File: src/rtl/pci_rr_arbiter.sv
// ----------------------------------------------------------------------------
// pci_rr_arbiter
//   Round-robin PCI bus arbiter. The bus changes hands only between
//   transactions, and there is always one dead (all-zero grant) cycle before
//   a new master is granted. When nobody requests, the grant can stay parked
//   on the last owner. A grant that the master never uses is taken back after
//   TIMEOUT cycles.
//
// Parameters
//   N_REQ    number of bus masters (2..16)
//   TIMEOUT  cycles a granted master may leave frame_n high before the grant
//            is revoked (>= 2)
//   PARK     1: keep gnt on the last owner while idle, 0: drop gnt while idle
//
// Ports
//   clk        bus clock, rising edge
//   rst_n      asynchronous active-low reset
//   req        per-master request, active-high
//   frame_n    PCI FRAME#, active-low
//   irdy_n     PCI IRDY#, active-low
//   gnt        registered grant, one-hot or zero
//   owner      index of the current or last grantee
//   owner_vld  high while any grant is asserted
//   timeout    one-cycle pulse when an unused grant is revoked
// ----------------------------------------------------------------------------
module pci_rr_arbiter #(
    parameter int N_REQ   = 8,
    parameter int TIMEOUT = 16,
    parameter bit PARK    = 1'b1
) (
    input  logic                     clk,
    input  logic                     rst_n,
    input  logic [N_REQ-1:0]         req,
    input  logic                     frame_n,
    input  logic                     irdy_n,
    output logic [N_REQ-1:0]         gnt,
    output logic [$clog2(N_REQ)-1:0] owner,
    output logic                     owner_vld,
    output logic                     timeout
);

    localparam int IW = $clog2(N_REQ);
    localparam int CW = $clog2(TIMEOUT + 1);

    localparam logic [1:0] ST_IDLE  = 2'd0;
    localparam logic [1:0] ST_ARB   = 2'd1;
    localparam logic [1:0] ST_GRANT = 2'd2;
    localparam logic [1:0] ST_BUSY  = 2'd3;

    logic [1:0]       state;
    logic [IW-1:0]    ptr;
    logic [CW-1:0]    cnt;
    logic             has_owner;
    logic             bus_idle;
    logic             any_req;
    logic             found;
    logic [IW-1:0]    winner;
    logic [N_REQ-1:0] win_oh;
    logic [N_REQ-1:0] own_oh;

    assign bus_idle  = frame_n & irdy_n;
    assign any_req   = |req;
    assign owner_vld = |gnt;
    assign win_oh    = {{(N_REQ-1){1'b0}}, 1'b1} << winner;
    assign own_oh    = {{(N_REQ-1){1'b0}}, 1'b1} << owner;

    // Round-robin search: start just after the last winner and wrap, so the
    // last winner itself has the lowest priority. With ptr reset to N_REQ-1
    // master 0 is first in line after reset.
    always_comb begin
        found  = 1'b0;
        winner = '0;
        for (int k = 1; k <= N_REQ; k++) begin
            if (!found && req[IW'((int'(ptr) + k) % N_REQ)]) begin
                found  = 1'b1;
                winner = IW'((int'(ptr) + k) % N_REQ);
            end
        end
    end

    // Main arbitration FSM. Every path that hands the bus to a new master
    // first goes through ARB with gnt cleared, which gives the turnaround
    // cycle. In IDLE a non-zero gnt means the bus is parked on owner.
    always_ff @(posedge clk or negedge rst_n) begin
        if (!rst_n) begin
            state     <= ST_IDLE;
            gnt       <= '0;
            owner     <= '0;
            timeout   <= 1'b0;
            ptr       <= IW'(N_REQ - 1);
            cnt       <= '0;
            has_owner <= 1'b0;
        end else begin
            timeout <= 1'b0;
            case (state)
                ST_IDLE: begin
                    if (owner_vld && !frame_n) begin
                        state <= ST_BUSY;
                    end else if (any_req && bus_idle) begin
                        state <= ST_ARB;
                        gnt   <= '0;
                    end
                end
                ST_ARB: begin
                    if (found) begin
                        state     <= ST_GRANT;
                        gnt       <= win_oh;
                        owner     <= winner;
                        ptr       <= winner;
                        cnt       <= '0;
                        has_owner <= 1'b1;
                    end else begin
                        state <= ST_IDLE;
                        gnt   <= (PARK && has_owner) ? own_oh : '0;
                    end
                end
                ST_GRANT: begin
                    // A transaction start wins over a timeout on the same edge.
                    if (!frame_n) begin
                        state <= ST_BUSY;
                    end else if (!req[owner]) begin
                        state <= ST_ARB;
                        gnt   <= '0;
                    end else if (cnt == CW'(TIMEOUT - 1)) begin
                        state   <= ST_ARB;
                        gnt     <= '0;
                        timeout <= 1'b1;
                    end else if (cnt != CW'(TIMEOUT)) begin
                        cnt <= cnt + CW'(1);
                    end
                end
                ST_BUSY: begin
                    if (bus_idle) begin
                        state <= ST_ARB;
                        gnt   <= '0;
                    end
                end
                default: begin
                    state <= ST_IDLE;
                    gnt   <= '0;
                end
            endcase
        end
    end

endmodule

File: config.mk
export PLATFORM = sky130hd
export DESIGN_NAME = pci_rr_arbiter
export DESIGN_NICKNAME = d
export VERILOG_FILES = /design/src/rtl/pci_rr_arbiter.sv
export SDC_FILE = /design/constraint.sdc
export NUM_CORES = 1
export LEC_CHECK = 0
export BUFFER_PORTS_ARGS = -buffer_cell sky130_fd_sc_hd__buf_4
export CAP_MARGIN = 0
export CORE_ASPECT_RATIO = 0.8
export CORE_UTILIZATION = 60
export CTS_CLUSTER_DIAMETER = 200
export CTS_CLUSTER_SIZE = 12
export DETAILED_ROUTE_END_ITERATION = 12
export GPL_TIMING_DRIVEN = 0
export PLACE_DENSITY = 0.93
export SYNTH_ARGS = -nofsm -noshare
export SYNTH_HDL_FRONTEND = slang
export SYNTH_SLANG_ARGS = --single-unit
File: constraint.sdc
create_clock -name clk -period 6.65 [get_ports clk]
set_clock_uncertainty 0.15 [all_clocks]
set_input_delay 1.33 -clock clk [delete_from_list [all_inputs] [get_ports clk]]
set_output_delay 1.33 -clock clk [all_outputs]
set_load 0.05 [all_outputs]
# ---- Word level (Yosys, flattened, before mapping)
# Cells that the tools add are included.
dict set report classes {
  n_addsub 9
  n_mul 0
  div_mod_pow 0
  magnitude_cmp 9
  n_eq_ne 16
  n_shift 2
  n_mux 69
  n_bitwise 1
  reduce_logical 25
}
# cell n
set op_table {}
lappend op_table {{two-way mux 8 bit} 8}
lappend op_table {{less-than comparator 3 x 5 -> 1 bit, second input constant} 8}
lappend op_table {{case mux 8 bit (4 select lines)} 1}
lappend op_table {{two-way mux 1 bit} 29}
lappend op_table {{binary-select mux 1 bit (select 3 bit)} 9}
lappend op_table {{two-way mux 5 bit} 5}
lappend op_table {{two-way mux 3 bit} 8}
lappend op_table {{inequality test 2 bit, second input constant} 8}
lappend op_table {{OR reduction 8 bit} 2}
lappend op_table {{<< shifter 1 x 3 -> 8 bit, first input constant} 2}
lappend op_table {{two-way mux 2 bit} 7}
lappend op_table {{adder 3 bit, second input constant} 4}
lappend op_table {{case mux 5 bit (2 select lines)} 1}
lappend op_table {{logical AND 1 bit} 9}
lappend op_table {{zero test 1 bit} 8}
lappend op_table {{case mux 2 bit (4 select lines)} 1}
lappend op_table {{adder 3 x 1 -> 3 bit, second input constant} 2}
lappend op_table {{adder 3 x 2 -> 3 bit, second input constant} 2}
lappend op_table {{inequality test 3 bit, second input constant} 2}
lappend op_table {{AND reduction 6 bit} 1}
lappend op_table {{adder 5 x 1 -> 5 bit, second input constant} 1}
lappend op_table {{== test 5 x 4 -> 1 bit, second input constant} 1}
lappend op_table {{inequality test 5 bit, second input constant} 1}
lappend op_table {{AND reduction 5 bit} 1}
lappend op_table {{9 further kinds} 10}
dict set report totals {
  reg_bits 23
  latch_bits 0
  ramBits 0
  rom_bits 0
  input_bits 12
  out_inout_bits 13
  mem_count 0
}

# ---- Longest topological paths before layout
dict set report logic_depth {
  word_depth 29
  depth_mapped 13
  ltp_nobuf 9
}

# ---- Least setup slack after synthesis
# Ideal clock, no wire load.
dict set report synth_path {
  path_kind {input-to-reg}
  from {in req[5]}
  to {reg gnt[4]}
  setup_ns 0.126
  arrival_ns 3.382
  t_required_ns 6.374
  setup_slack_ns 2.991
  path_stages 7
  path_buffers 1
  path_cell_list {clkbuf_1 mux2_4 mux4_2 nand2b_4 a211o_1 a32o_2 a311o_1}
}
dict set report synth_between {
  elab_chain_cells 28
  elab_cells_between_ends 66
  classes_between {2 x eq/ne; 1 x shift; 46 x mux; 17 x reduce/logical}
}
# item line_no
set synth_lines {}
lappend synth_lines {{start, declared} 33} ;# input logic [N_REQ-1:0] req,
lappend synth_lines {{binary-select mux 1 bit (select 3 bit)} 74} ;# if (!found && req[IW'((int'(ptr) + k) % N_REQ)]) begin
lappend synth_lines {{two-way mux 1 bit (not written as such) (2 in series)} 74}
lappend synth_lines {{two-way mux 1 bit} 74}
lappend synth_lines {{zero test 1 bit} 74}
lappend synth_lines {{logical AND 1 bit} 74}
lappend synth_lines {{two-way mux 1 bit} 74}
lappend synth_lines {{zero test 1 bit} 74}
lappend synth_lines {{logical AND 1 bit} 74}
lappend synth_lines {{(+11 left out)} n/a}
lappend synth_lines {{logical AND 1 bit} 74}
lappend synth_lines {{two-way mux 1 bit} 74}
lappend synth_lines {{zero test 1 bit} 74}
lappend synth_lines {{logical AND 1 bit} 74}
lappend synth_lines {{two-way mux 3 bit} 74}
lappend synth_lines {{<< shifter 1 x 3 -> 8 bit} 64} ;# assign win_oh = {{(N_REQ-1){1'b0}}, 1'b1} << winner;
lappend synth_lines {{two-way mux 8 bit} 105} ;# if (found) begin
lappend synth_lines {{case mux 8 bit (4 select lines)} 95} ;# case (state)
lappend synth_lines {{end signal, assigned} 107} ;# gnt <= win_oh;
lappend synth_lines {{end signal, assigned} 114} ;# gnt <= (PARK && has_owner) ? own_oh : '0;
lappend synth_lines {{end, declared} 36} ;# output logic [N_REQ-1:0] gnt,
# Several ways; a longest one is shown, not always the timed one. The select of a mux whose other input is x is not followed.
# A chain may end at the register's enable or synchronous reset.

# ---- Worst setup path in the final report
dict set report layout_path {
  from {reg ptr[0]}
  to {reg gnt[5]}
}
dict set report layout_between {
  elab_chain_cells 29
  elab_cells_between_ends 65
  classes_between {8 x add/sub; 1 x shift; 42 x mux; 14 x reduce/logical}
}
# item line_no
set layout_lines {}
lappend layout_lines {{start, declared} 51} ;# logic [IW-1:0] ptr;
lappend layout_lines {{start signal, assigned} 90} ;# ptr <= IW'(N_REQ - 1);
lappend layout_lines {{start signal, assigned} 109} ;# ptr <= winner;
lappend layout_lines {{adder 3 x 1 -> 3 bit} {74, 76}}
lappend layout_lines {{binary-select mux 1 bit (select 3 bit)} 74}
lappend layout_lines {{two-way mux 1 bit (not written as such) (2 in series)} 74}
lappend layout_lines {{two-way mux 1 bit} 74}
lappend layout_lines {{zero test 1 bit} 74}
lappend layout_lines {{logical AND 1 bit} 74}
lappend layout_lines {{two-way mux 1 bit} 74}
lappend layout_lines {{zero test 1 bit} 74}
lappend layout_lines {{(+12 left out)} n/a}
lappend layout_lines {{logical AND 1 bit} 74}
lappend layout_lines {{two-way mux 1 bit} 74}
lappend layout_lines {{zero test 1 bit} 74}
lappend layout_lines {{logical AND 1 bit} 74}
lappend layout_lines {{two-way mux 3 bit} 74}
lappend layout_lines {{<< shifter 1 x 3 -> 8 bit} 64}
lappend layout_lines {{two-way mux 8 bit (*)} 105}
lappend layout_lines {{case mux 8 bit (4 select lines) (*)} 95}
# Every way passes the cells marked *; elsewhere a longest branch is shown, timed or not. The select of a mux whose other input is x is not followed.

==> metrics.md <==
| Metric | Value |
|---|---|
| Initial DRT Pass Iterations | `5` |
| Die Outline Area | `around 4200 sq um` |
| First-pass GRT wire length | `just under 10 mm` |
| DRC Markers | `0` |
| Latest clock arrival within the worst-skew pair | `0.27 ns` |
| Total of buffers placed on input and output ports | `22` |
| Clock transition at path regs | `0.09 ns` |
| Cells resized by post-CTS repair | `0` |
| Diode insertion count for antenna repair | `0` |
| Number of flops mapped to enable cells by yosys | `0` |
| Critical Setup Path Class | `register to register` |
| Sink count of the clock tree | `23` |
| Worst Max-Slew Pin Slew | `roughly 0.76 ns` |
| Final design utilization | `0.7033` |
| Remaining Overflow, GRT | `0` |
| Area overhead of the layout relative to synthesis | `11.70%` |
| Number of different library cells in the post-synthesis netlist | `~70` |
| Buffers inserted during post-CTS setup optimization | `0` |
| Yosys warning total | `0` |
| Cell Count Post-Placement | `approximately 320` |
| Clock tree from TritonCTS | `done` |
| Number of global-route vias before repair | `2,016` |
| Final setup violating endpoints | `0` |
| Setup repair after global routing missed its margin | `false` |
| Number of stages on the worst hold path | `1` |
| Placed wire-length estimate | `approximately 4.6 mm` |
| Initial Util | `0.6296` |
| Multi-input combinational cell area | `1669 sq um` |
| Antenna violations before repair | `0` |
| Post-DR vias/cell | `6.856` |
| Share of cells above drive strength 1 | `0.2768` |
| Buffer type at the clock tree root | `clkbuf_8` |
| Width of the chip | `72.64 um` |
| Sequential share of the synthesized area | `0.2419` |
| Nets in the synthesized netlist | `262` |
| Maximum number of buffers from clock root to sink | `2` |
| Top_reg_cell synth | `dfrtp_1` |
| Number of antenna-violating nets in the routed design | `0` |
| Placement row count | `20` |
| Run status | `finished clean` |
| Non-filler instance count after layout | `326` |
| CTS Buf Count | `3` |
| Maximum number of pins on one net before global-route repair | `24` |
| Worst Path Required | `6.66 ns` |
| Endpoint of the worst register-to-register path | `gnt[5]` |
| Final worst path period share | `0.5961` |
| Overall routing resource usage | `0.3022` |
| Power density relative to cell area | `593.8 nW/um^2` |
| Iteration-0 DRC count of the detailed router | `~260` |
| Routability congestion estimate from global placement | `slightly above 0.9` |
| Synthesized cell area | `~2400 sq um` |
| Setup_tns | `0 ns` |
| Clock H-tree levels | `1` |
| Fraction of met3 tracks used by global routing | `0.09075` |
| Pins Over Slew Limit | `0` |
| Area taken by flip-flops and latches | `579.3 sq um` |
| Met1 track utilization from global routing | `0.4426` |
| Routed Wire Length | `6.115 mm` |
| Number of storage elements in the synthesis netlist | `23` |
| Gate Count Post-Synth | `roughly 250` |
| Share of flip-flops with an asynchronous set or reset after synthesis | `1.000` |
| Design Area, Final | `2675 sq um` |
| Wire length per cell after detailed routing | `18.76 um` |
| Post-place instance area | `2629 sq um` |
| Chip Height | `roughly 59 um` |
| Routed via count | `2,235` |
| Launch point of the worst hold path | `has_owner` |
| Minimum clock period | `3.964 ns` |
| Hold_ws | `0.3524 ns` |
| Post-placement setup slack | `roughly 2.7 ns` |
| Leakage power | `about 1.1 nW` |
| Layer carrying the most global-route usage | `met2` |
| FMAX | `approximately 250 MHz` |
| Number of cells on the worst reg-to-reg path | `12` |
| I/O pin cnt | `25` |
| WHS Endpoint | `has_owner` |
| Startpoint type of the worst setup path | `register` |
| Flop-to-flop setup slack | `2.69 ns` |
| Filler Cells Inserted | `294` |
| Critical Path AT | `3.98 ns` |
| Post-synthesis average cell area | `9.775 sq um` |
| Class of the worst hold path | `register to register` |
| Global routing usage on met2 | `0.4459` |
| Overall Power | `1.589 mW` |
| Floorplan core area | `between 3000 and 4000 sq um` |
| Headroom to the max-slew limit | `0.4897` |
| Final layout net count | `289` |
| Fin. Hold Viols | `0` |
| Total of max-cap violations | `0` |
| R2R Path Start | `ptr[0]` |
| Largest vdd supply drop | `235.6 uV` |
| Critical path capture point type | `register` |
| Maximum fanout along the worst path | `10` |
| PnR worst setup slack | `2.686 ns` |
| Cts-stage hold buffer count | `0` |
logic make-up (layout without fill, tap and decap cells):
group | Yosys count | after routing | share of synthesized area
xor+xnor | 4 | 4 | 0.02090
simple gates | 80 | 80 | 0.1834
mux | 37 | 37 | 0.2471
fa+ha+maj | 5 | 5 | 0.02612
compound gates | 68 | 68 | 0.2194
flops | 23 | 23 | 0.2419
buf+inv | 28 | 54 | 0.06113
Yosys cell counts (2+ instances only):
master | count | area (sq um)
nor3b_1 | 2 | 15.01
or2_2 | 2 | 12.51
o31ai_1 | 4 | 30.03
o22ai_1 | 3 | 18.77
buf_6 | 2 | 22.52
and3_1 | 2 | 12.51
o211ai_1 | 3 | 22.52
buf_2 | 5 | 25.02
a21o_1 | 2 | 15.01
mux2_4 | 8 | 120.1
nand2_1 | 12 | 45.04
nand2b_1 | 4 | 25.02
o21ai_1 | 3 | 15.01
a31o_1 | 2 | 17.52
or3_1 | 2 | 12.51
and2_1 | 5 | 31.28
nor3_1 | 7 | 35.03
a32oi_1 | 4 | 35.03
mux2_2 | 2 | 22.52
ha_1 | 5 | 62.56
inv_1 | 13 | 48.80
a31oi_1 | 2 | 12.51
mux2i_1 | 12 | 120.1
dfstp_2 | 3 | 78.83
dfrtp_1 | 20 | 500.5
nor2b_1 | 3 | 18.77
a21oi_1 | 10 | 50.05
clkbuf_1 | 6 | 22.52
a211o_1 | 2 | 17.52
o2bb2ai_1 | 2 | 17.52
mux4_2 | 13 | 292.8
nor2_1 | 20 | 75.07
o21ai_0 | 6 | 30.03
a211oi_1 | 4 | 30.03
xor2_1 | 2 | 17.52
nand4_1 | 4 | 25.02
nand3_1 | 5 | 25.02
a32o_1 | 3 | 30.03
a221oi_1 | 2 | 17.52
nor4_1 | 6 | 37.54
per-layer routing:
metal  up-vias  wire, um
met5         -         0
met4         0        65
met3        10       624
met2       123      2809
met1      1090      2615
li1       1012         -
cell usage in the layout, fill, tap and decap left out, types with 5 or more instances in the layout:
cell type | synthesis | layout
dfrtp_1 | 20 | 20
nand3_1 | 5 | 5
nor4_1 | 6 | 6
o21ai_0 | 6 | 6
inv_1 | 13 | 13
a21oi_1 | 10 | 10
ha_1 | 5 | 5
mux4_2 | 13 | 13
and2_1 | 5 | 5
mux2_4 | 8 | 8
nor2_1 | 20 | 20
mux2i_1 | 12 | 12
clkbuf_1 | 6 | 6
buf_4 | 1 | 23
nand2_1 | 12 | 12
nor3_1 | 7 | 7
buf_2 | 5 | 5
layout make-up:
cell class	instances	share of cell area
buffer	15	0.03648
clock buffer	3	0.01543
clock inverter	1	0.001871
inverter	13	0.01824
multi-input combinational	194	0.6239
sequential	23	0.2166
tap	55	0.02572
timing repair buffer	22	0.06174
critical path, cell delays in order (launching register included):
cell	delay (ns)
dfstp_2	0.54
buf_6	0.17
buf_12	0.16
buf_6	0.18
inv_1	0.08
ha_1	0.42
clkbuf_1	0.38
mux4_2	0.42
o211a_1	0.14
o41a_1	0.48
o31ai_4	0.33
nor2_1	0.08
a221o_1	0.32
where the power goes:
part	leakage [nW]	switching [mW]	internal [mW]	total (mW)
Clock	0.0255	0.0472	0.0419	0.0891
Sequential	0.289	0.0424	0.187	0.229
Combinational	0.806	0.749	0.521	1.27
registers in the layout, summed over array words and instances, names as in the netlist:
name and flops:
ptr 3, cnt 5, gnt 8, has_owner 1, timeout 1, owner 3
state 2
worst max path at each step:
stage                start  endpoint  slack, ns  cells past startpoint
finish              ptr[0]    gnt[5]       2.69                     12
detailed placement  req[6]    ptr[0]       2.67                      9
floorplan           req[5]    gnt[4]       2.99                      7
global route        ptr[0]    gnt[5]       2.52                     12
CTS                 ptr[0]    gnt[5]       2.72                     12
global placement    req[6]    gnt[4]       2.72                      8
No activity file was read; power rests on OpenSTA's default activity.
